**config.mk**
```make
export PLATFORM = sky130hd
export DESIGN_NAME = next_state_sequencer
export DESIGN_NICKNAME = d
export VERILOG_FILES = /design/src/rtl/mseq_pkg.sv /design/src/rtl/next_state_sequencer_return_stack.sv /design/src/rtl/next_state_sequencer.sv
export SDC_FILE = /design/constraint.sdc
export NUM_CORES = 1
export LEC_CHECK = 0
export ABC_AREA = 1
export CAP_MARGIN = 40
export CORE_MARGIN = 1
export CORE_UTILIZATION = 60
export CTS_CLUSTER_DIAMETER = 40
export DETAILED_ROUTE_END_ITERATION = 8
export DONT_BUFFER_PORTS = 1
export MAX_ROUTING_LAYER = met4
export PLACE_DENSITY = 0.79
export SLEW_MARGIN = 20
export SYNTH_ARGS = -nofsm -noshare
export SYNTH_HDL_FRONTEND = slang
export SYNTH_SLANG_ARGS = --single-unit
export TNS_END_PERCENT = 30
```
**constraint.sdc**
```tcl
create_clock -name clk -period 4.1 [get_ports clk]
set_input_delay 1.23 -clock clk [delete_from_list [all_inputs] [get_ports clk]]
set_output_delay 1.23 -clock clk [all_outputs]
set_load 0.02 [all_outputs]
```
**src/rtl/mseq_pkg.sv**
```systemverilog
// Shared types and constants for the microcode next-state sequencer:
// next-state actions, condition selects, fixed states and the opcode decode table.
package mseq_pkg;

    typedef enum logic [2:0] {
        NS_ENCODE = 3'b000,
        NS_FETCH  = 3'b001,
        NS_INCR   = 3'b010,
        NS_JUMP   = 3'b011,
        NS_CJUMP  = 3'b100,
        NS_WAIT   = 3'b101,
        NS_CALL   = 3'b110,
        NS_RETURN = 3'b111
    } ns_sel_e;

    typedef enum logic [1:0] {
        CS_TRUE = 2'b00,
        CS_Z    = 2'b01,
        CS_N    = 2'b10,
        CS_C    = 2'b11
    } cond_sel_e;

    localparam logic [9:0] FETCH_STATE = 10'h001;
    localparam logic [9:0] ERROR_STATE = 10'h3FF;

    // Bit 10 marks a mapped opcode; bits 9:0 hold its entry state.
    localparam logic [10:0] ENC_TABLE [64] = '{
        1:       {1'b1, 10'h00A},
        2:       {1'b1, 10'h020},
        3:       {1'b1, 10'h030},
        16:      {1'b1, 10'h100},
        63:      {1'b1, 10'h200},
        default: {1'b0, 10'h000}
    };

    function automatic logic [9:0] enc_lookup(input logic [5:0] op);
        logic [10:0] entry;
        entry = ENC_TABLE[op];
        if (entry[10]) begin
            enc_lookup = entry[9:0];
        end else begin
            enc_lookup = FETCH_STATE;
        end
    endfunction

endpackage

```
**src/rtl/next_state_sequencer_return_stack.sv**
```systemverilog
// LIFO of microcode return addresses; push/pop are ignored when full/empty.
module return_stack
    import mseq_pkg::*;
#(
    parameter int DATA_W = 10,
    parameter int DEPTH  = 4
) (
    input  logic              clk,
    input  logic              reset_n,
    input  logic              push,
    input  logic              pop,
    input  logic [DATA_W-1:0] push_data,
    output logic [DATA_W-1:0] top_data,
    output logic              full,
    output logic              empty,
    output logic [2:0]        level
);

    localparam int PTR_W = (DEPTH > 1) ? $clog2(DEPTH) : 1;

    logic [DATA_W-1:0] mem_q [DEPTH];
    logic [2:0]        level_q;
    logic [2:0]        level_d;
    logic [PTR_W-1:0]  wr_ptr_s;
    logic [PTR_W-1:0]  rd_ptr_s;

    assign wr_ptr_s = PTR_W'(level_q);
    assign rd_ptr_s = PTR_W'(level_q - 3'd1);
    assign full     = (level_q == 3'(DEPTH));
    assign empty    = (level_q == 3'd0);
    assign top_data = mem_q[rd_ptr_s];
    assign level    = level_q;

    // Occupancy update from guarded push/pop requests.
    always_comb begin
        level_d = level_q;
        if (push && !full) begin
            level_d = level_q + 3'd1;
        end else if (pop && !empty) begin
            level_d = level_q - 3'd1;
        end else begin
            level_d = level_q;
        end
    end

    // Storage and occupancy registers.
    always_ff @(posedge clk or negedge reset_n) begin
        if (!reset_n) begin
            level_q <= 3'd0;
            for (int i = 0; i < DEPTH; i++) begin
                mem_q[i] <= '0;
            end
        end else begin
            level_q <= level_d;
            if (push && !full) begin
                mem_q[wr_ptr_s] <= push_data;
            end
        end
    end

endmodule

```
**src/rtl/next_state_sequencer.sv**
```systemverilog
// Microcode next-state sequencer with return stack.
// Define MOC_TIMEOUT_EN to add the memory-operation-complete wait watchdog.
module next_state_sequencer
    import mseq_pkg::*;
#(
    parameter int STATE_W     = 10,
    parameter int STACK_DEPTH = 4,
    parameter int MOC_TIMEOUT = 255
) (
    input  logic               clk,
    input  logic               reset_n,
    input  logic [2:0]         ns_sel,
    input  logic [STATE_W-1:0] cr,
    input  logic               inv,
    input  logic [1:0]         cond_sel,
    input  logic [5:0]         ir_op,
    input  logic               moc,
    input  logic               flag_z,
    input  logic               flag_n,
    input  logic               flag_c,
    output logic [STATE_W-1:0] next_state,
    output logic               bus_error,
    output logic               stack_err,
    output logic [2:0]         stack_level
);

    logic [STATE_W-1:0] state_q;
    logic [STATE_W-1:0] state_d;
    logic [STATE_W-1:0] inc_s;
    logic [STATE_W-1:0] err_state_s;
    logic               sel_cond_s;
    logic               cond_s;
    logic               timeout_s;
    logic               stack_err_q;
    logic               stack_err_d;
    logic               push_s;
    logic               pop_s;
    logic               stk_full_s;
    logic               stk_empty_s;
    logic [STATE_W-1:0] stk_top_s;

    assign inc_s       = state_q + STATE_W'(1);
    assign err_state_s = STATE_W'(ERROR_STATE);

    // Condition multiplexer.
    always_comb begin
        sel_cond_s = 1'b0;
        case (cond_sel_e'(cond_sel))
            CS_TRUE: sel_cond_s = 1'b1;
            CS_Z:    sel_cond_s = flag_z;
            CS_N:    sel_cond_s = flag_n;
            CS_C:    sel_cond_s = flag_c;
            default: sel_cond_s = 1'b0;
        endcase
    end

    assign cond_s = sel_cond_s ^ inv;

    // Next-state selection and stack requests for the current control word.
    always_comb begin
        state_d     = state_q;
        push_s      = 1'b0;
        pop_s       = 1'b0;
        stack_err_d = stack_err_q;
        case (ns_sel_e'(ns_sel))
            NS_ENCODE: state_d = STATE_W'(enc_lookup(ir_op));
            NS_FETCH:  state_d = STATE_W'(FETCH_STATE);
            NS_INCR:   state_d = inc_s;
            NS_JUMP:   state_d = cr;
            NS_CJUMP: begin
                if (cond_s) begin
                    state_d = cr;
                end else begin
                    state_d = inc_s;
                end
            end
            NS_WAIT: begin
                // moc takes priority over a watchdog expiry in the same cycle.
                if (moc) begin
                    state_d = inc_s;
                end else if (timeout_s) begin
                    state_d = err_state_s;
                end else begin
                    state_d = state_q;
                end
            end
            NS_CALL: begin
                if (stk_full_s) begin
                    state_d     = err_state_s;
                    stack_err_d = 1'b1;
                end else begin
                    push_s  = 1'b1;
                    state_d = cr;
                end
            end
            NS_RETURN: begin
                if (stk_empty_s) begin
                    state_d     = err_state_s;
                    stack_err_d = 1'b1;
                end else begin
                    pop_s   = 1'b1;
                    state_d = stk_top_s;
                end
            end
            default: state_d = state_q;
        endcase
    end

    // State address and sticky stack error registers.
    always_ff @(posedge clk or negedge reset_n) begin
        if (!reset_n) begin
            state_q     <= '0;
            stack_err_q <= 1'b0;
        end else begin
            state_q     <= state_d;
            stack_err_q <= stack_err_d;
        end
    end

`ifdef MOC_TIMEOUT_EN
    localparam int CNT_W = $clog2(MOC_TIMEOUT + 1);

    logic [CNT_W-1:0] wait_cnt_q;
    logic [CNT_W-1:0] wait_cnt_d;
    logic             bus_error_q;
    logic             bus_error_d;
    logic             waiting_s;

    assign waiting_s = (ns_sel == NS_WAIT) && !moc;
    assign timeout_s = waiting_s && (wait_cnt_q == CNT_W'(MOC_TIMEOUT - 1));

    // Wait counter advances only while stalled; expiry restarts it.
    always_comb begin
        wait_cnt_d  = '0;
        bus_error_d = bus_error_q | timeout_s;
        if (waiting_s && !timeout_s) begin
            wait_cnt_d = wait_cnt_q + CNT_W'(1);
        end else begin
            wait_cnt_d = '0;
        end
    end

    // Watchdog counter and sticky bus error registers.
    always_ff @(posedge clk or negedge reset_n) begin
        if (!reset_n) begin
            wait_cnt_q  <= '0;
            bus_error_q <= 1'b0;
        end else begin
            wait_cnt_q  <= wait_cnt_d;
            bus_error_q <= bus_error_d;
        end
    end

    assign bus_error = bus_error_q;
`else
    assign timeout_s = 1'b0;
    assign bus_error = 1'b0;
`endif

    return_stack #(
        .DATA_W (STATE_W),
        .DEPTH  (STACK_DEPTH)
    ) u_return_stack (
        .clk       (clk),
        .reset_n   (reset_n),
        .push      (push_s),
        .pop       (pop_s),
        .push_data (inc_s),
        .top_data  (stk_top_s),
        .full      (stk_full_s),
        .empty     (stk_empty_s),
        .level     (stack_level)
    );

    assign next_state = state_q;
    assign stack_err  = stack_err_q;

endmodule

```
## Word-level counts from Yosys, hierarchy flattened

Memories as Yosys holds them, arrays and structs flattened.
Index checks and enable logic that the tools add are counted.

- Flip-flop bits (word level): 54
- Memories: 1
- Bits in latches: 0
- Bits in writable memories: 0
- Bits in read-only memories: 704

- Divide/modulo/power cells: 0
- Multiplexer cells: 24
- Reductions and logical operators: 11
- Eq/ne operators: 14
- Shift-type cells: 0
- Bitwise logic cells: 4
- Order comparisons: 4
- Multipliers: 0
- Add/sub/neg operators: 3

Memories:

| name | words | width | rd ports | clocked after Yosys merged registers in | write ports | line | text |
|---|---|---|---|---|---|---|---|
| (name not given) | 64 | 11 | 1 | 0 | 0 | mseq_pkg.sv:38 | `entry = ENC_TABLE[op];` |

Operators with widths:

| operator | count |
|---|---|
| $mux W10 | 8 |
| $pmux W10 S8 | 1 |
| $bwmux W40 | 1 |
| $mux W11 | 2 |
| $bmux W10 S2 | 1 |
| $demux W10 S2 | 1 |
| $eq A3 B3 Y1 const B | 5 |
| $add A10 B1 Y10 const B | 1 |
| $ge A7 B7 Y1 const B | 1 |
| $not A6 Y7 | 1 |
| $eq A3 B2 Y1 const B | 2 |
| $ge A3 B3 Y1 const B | 2 |
| $logic_not A3 Y1 | 2 |
| $mux W1 | 6 |
| $mux W3 | 2 |
| $not A2 Y3 | 2 |
| $eq A2 B2 Y1 const B | 2 |
| $ne A2 B1 Y1 const B | 2 |
| $pmux W1 S4 | 1 |
| $reduce_bool A2 Y1 | 2 |
| $add A3 B1 Y3 const B | 1 |
| $eq A3 B1 Y1 const B | 1 |
| $logic_and A1 B1 Y1 | 3 |
| $lt A3 B1 Y1 const B | 1 |
| 8 further kinds | 9 |

## Longest topological paths before layout

- Depth in word-level cells: 7
- Gate-level depth with buffers: 13
- Depth with buffers taken out: 12

## Hierarchy

From an unflattened synthesis, not the netlist that was laid out.

- Cell total of the unflattened synthesis: 500
- Area, all modules: 3514.6 um2

By module, submodules not included:

| module | times used | cells each | sequential area each (um2) | area each (um2) |
|---|---|---|---|---|
| return_stack | 1 | 287 | 1076.0 | 2235.9 |
| next_state_sequencer | 1 | 213 | 275.3 | 1278.7 |

## Worst setup path before layout

No wires, ideal clock.

- Path type: in2reg
- From: in ns_sel[1]
- To: reg state_q[4] (netlist: next_state[4])
- Data required time: 4.034 ns
- Cell stages on the path: 6
- Path buffers: 1
- Data arrival time: 2.188 ns
- Setup slack: 1.846 ns
- Cells stage by stage: buf_6 nor3_1 inv_1 nor3b_1 a22oi_1 nand2_1

- Longest elaborated chain between the ends: 2

Ends and longest elaborated chain:

| element | line | text |
|---|---|---|
| from (decl) | next_state_sequencer.sv:12 | `input logic [2:0] ns_sel,` |
| $eq A3 B3 Y1 (tied with other cells) | next_state_sequencer.sv:65 | `case (ns_sel_e'(ns_sel))` |
| $pmux W10 S8 / $ne A2 B2 Y1 (equally long branches) | -- |  |
| to (signal assigned) | next_state_sequencer.sv:115 | `state_q <= state_d;` |
| to (decl) | next_state_sequencer.sv:27 | `logic [STATE_W-1:0] state_q;` |

Parallel ways exist; a longest one is shown, timed or not.
A chain may end at the register's enable or synchronous reset.

## Final worst setup path

- From: reg u_return_stack.level_q[0] (netlist: u_return_stack.level[0])
- To: reg state_q[4] (netlist: next_state[4])

- Longest elaborated chain between the ends: 7

Ends and longest elaborated chain:

| element | line | text |
|---|---|---|
| from (decl) | next_state_sequencer_return_stack.sv:22 | `logic [2:0] level_q;` |
| from (signal assigned) | next_state_sequencer_return_stack.sv:54 | `level_q <= level_d;` |
| $sub A3 B1 Y3 | -- |  |
| $not A2 Y3 (implied by the code) | next_state_sequencer_return_stack.sv:31 | `assign top_data = mem_q[rd_ptr_s];` |
| $bmux W10 S2 | next_state_sequencer_return_stack.sv:31 |  |
| $mux W10 (implied by the code) (2 in series) | next_state_sequencer_return_stack.sv:31 |  |
| $mux W10 | next_state_sequencer.sv:97 | `if (stk_empty_s) begin` |
| $pmux W10 S8 * | next_state_sequencer.sv:65 |  |

Mark *: on every way between the ends. The rest lies on a longest branch, timed or not. The select of a mux whose other input is x is not followed.

==> results.txt <==
The clock skew after layout is around 0.0082 ns. The capturing element type of the critical path is a flip-flop. Entering global routing, the biggest net connects 55 pins. The count of flip-flops with a built-in enable after synthesis came out at 0. The total congestion overflow came out at 0. In this run the standard cell core region covers 0.00520 mm2. Setup repair after global routing left no endpoint under its margin. Of the synthesized area, sequential elements account for 41.0%.

Among the stages of the critical path, the cell type that occurs most often is nand2_1. The antenna cell count came out at 0. The length of the first detailed-routing pass in iterations came out at 4. After layout, the worst path uses 63.3% of the clock period.

The share of synthesized flip-flops with an asynchronous set or reset is 100%. The clock reaches the later pin of the worst-skew pair after 0.31 ns. After layout, the worst setup slack is 1.51 ns. The hold buffer count at CTS came out at 0. Detailed placement ended at an HPWL of about 6000 um. The number of distinct library cells after synthesis came out at 32. The worst IR drop on VDD is around 0.42 mV. The slowest stage of the critical path belongs to the cell ha_1. Synthesis handed over a netlist of between 400 and 500 instances. The number of buffers created by CTS is 5. The combined buffer and inverter count along the critical path came out at 3. The total I/O pin count came out at 43. The routed layout has 3149 vias. The residual antenna-violating net count after detailed routing came out at 0. The final design utilization came out at around two thirds. The largest fanout of any net on the critical path came out at 26. The netlist area before placement is between 0.003 and 0.004 mm2. The minimum clock period after layout came out at 2.59 ns. The root buffer cell chosen for the clock tree is clkbuf_8. The die covers between 0.005 and 0.006 mm2. The clock transition at the registers of the reported paths came out at around 0.10 ns.

The aggregate global-route resource usage is between 30% and 40%. Max-cap violations in this run came to 0. The kind of cell with the highest combined delay along the critical path is buffers and inverters. The first global-routing pass estimated 13800 um of wire. The relative max-transition margin came out at between 60% and 70%. For this run, the leading register cell type out of synthesis is dfrtp_1. The initial antenna violation count came out at 0. The largest single stage delay on the critical path is roughly 0.63 ns. The leakage power summed over all cells is 0.00177 uW.

The run finished with clean final reports. The TritonCTS clock tree is done. The critical path start-end classification is reg2reg.

For the pin with the worst max-slew slack, the measured transition is 0.530 ns. The chip height is 76.1 um. For this run, the number of Yosys warnings is 0. The number of failing setup endpoints in the final timing report came out at 0.

The data arrival time of the worst path is approximately 2.9 ns. In this run, post-CTS repair resized a total of 0 instances. The net count after synthesis is a little over 500. After detailed routing, the total wire length is around 8000 um. The worst endpoint required time came out at around 4.4 ns. After synthesis, the cell types taking the most area are dfrtp_1, nand2_1, nand3_1. Static timing analysis puts the maximum clock frequency at roughly 390 MHz.

The horizontal die dimension is approximately 76 um. The final-report hold violation count is 0. The largest total area in the synthesized netlist belongs to dfrtp_1.

The number of remaining DRC errors came out at 0. The setup TNS is 0 ns. The initial core utilization is between 60% and 70%. The longest clock path from root to sink contains 2 buffers. The kind of path behind the tightest hold check is reg2reg. Prior to clock tree synthesis, the placed netlist has a worst setup slack of around 1.5 ns. Dividing the synthesized area by the synthesized cell count gives about 6.8 um2.

The per-cell via count in the routed design is between 5 and 6. The floorplan has 26 rows. The synthesized design devotes to its leading area cell type between 40% and 50% of total area. The port buffer count came out at 0. The DRC violation total after the first TritonRoute iteration is between 300 and 400. The final estimated routing congestion in global placement came out at between 0.9 and 1. The post-synthesis sequential element count is 54. The area growth from synthesis to layout came out at 4.18%. The layout cell share with drive strength beyond 1 is 5.45%. The count of nets after finishing is slightly above 500. The via count of the first global-routing pass is a little under 3k. The launching element type of the critical path is a flip-flop. The final routed wire length divided by cell count came out at ~15 um. The power density over the cells came out at 667 mW/mm2. The depth of the CTS H-tree is 2. Traced cell by cell, the critical path runs through buf_4, inv_1, ha_1, clkinv_1, nand3_1, nand2_1, nand2_1, nand2_1, nand3_1, nor2_1, nand2_1, nand2_1, nand2_1. The commonest cells after synthesis are nand2_1, nand3_1, dfrtp_1. In the post-synthesis netlist, the cell with the most instances is nand2_1. The number of slew-limit violations in the final report came to 0. The count of buffers added by post-CTS timing repair for setup came out at 0. The sink count of the clock tree is 54.
cell families (layout without fill, tap and decap cells):
family | Yosys count | after routing | share of synthesized area, %
buf+inv | 60 | 56 | 7.60
xor+xnor | 7 | 7 | 1.86
simple gates | 296 | 296 | 38.0
compound gates | 57 | 57 | 9.12
fa+ha+maj | 6 | 6 | 2.28
flops | 54 | 54 | 41.0
other cells | 1 | 1 | 0.114
worst register-to-register path: stages, from the launching register on:
cell and delay [ns]:
dfrtp_1 0.34, buf_4 0.32, inv_1 0.11, ha_1 0.63
clkinv_1 0.44, nand3_1 0.19, nand2_1 0.09, nand2_1 0.06
nand2_1 0.06, nand3_1 0.07, nor2_1 0.05, nand2_1 0.05
nand2_1 0.05, nand2_1 0.08
routing by layer:
metal	global-route usage, %	part of all wire [%]	vias up
met5	-	0	-
met3	5.75	6.9	25
met2	47.9	45	142
met1	40.7	45	1454
li1	-	-	1528
met4	12.9	2.9	0
sequential cells by signal (all words and copies together) (netlist names):
name,cells
u_return_stack.mem_q,40
u_return_stack.level,3
next_state,10
stack_err,1
report_power, final:
part           total (uW)  internal [uW]  switching, uW
Combinational         982            334            647
Clock                 356            180            176
Sequential            952            745            207
Total                2290           1260           1030
metrics by stage:
stage | cell area, um2 | hold slack [ns] | instances | total power (uW)
5_1_grt | 3430 | 0.514 | 547 | 2490
3_3_place_gp | 3320 | 0.463 | 539 | 1910
6_report | 3430 | 0.491 | 547 | 2290
4_1_cts | 3430 | 0.496 | 547 | 2300
2_1_floorplan | 3290 | 0.446 | 481 | 1680
3_5_place_dp | 3320 | 0.473 | 539 | 1940
final timing paths:
kind | end | slack, ns | start | cells after the start
hold / removal | u_return_stack.mem_q[11]$_DFFE_PN0P_ | 0.49 | u_return_stack.mem_q[11]$_DFFE_PN0P_ | 2
hold reg to reg | u_return_stack.mem_q[11]$_DFFE_PN0P_ | 0.49 | u_return_stack.mem_q[11]$_DFFE_PN0P_ | 2
max in group asynchronous | u_return_stack.mem_q[15]$_DFFE_PN0P_ | 3.40 | reset_n | 0
setup / recovery | next_state[4]$_DFFE_PN0P_ | 1.51 | u_return_stack.level[0]$_DFFE_PN0P_ | 13
min in group asynchronous | u_return_stack.mem_q[36]$_DFFE_PN0P_ | 0.61 | reset_n | 0
setup reg to reg | next_state[4]$_DFFE_PN0P_ | 1.51 | u_return_stack.level[0]$_DFFE_PN0P_ | 13
placed cells by master (no fill, tap or decap), types with 7 or more instances in the layout:
master / count
nand2_1: 186
inv_2: 7
nand3_1: 55
o21ai_0: 33
a21oi_1: 12
dfrtp_1: 54
nor2_1: 35
inv_1: 36
layout make-up:
| cell class | instances | area (um2) |
|---|---|---|
| multi-input combinational | 367 | 1690 |
| clock inverter | 3 | 40.0 |
| timing repair buffer | 3 | 22.5 |
| inverter | 45 | 169 |
| clock buffer | 5 | 68.8 |
| tap | 70 | 87.6 |
| sequential | 54 | 1350 |
| fill | 474 | 1770 |
(Power assumes the default switching activity.)
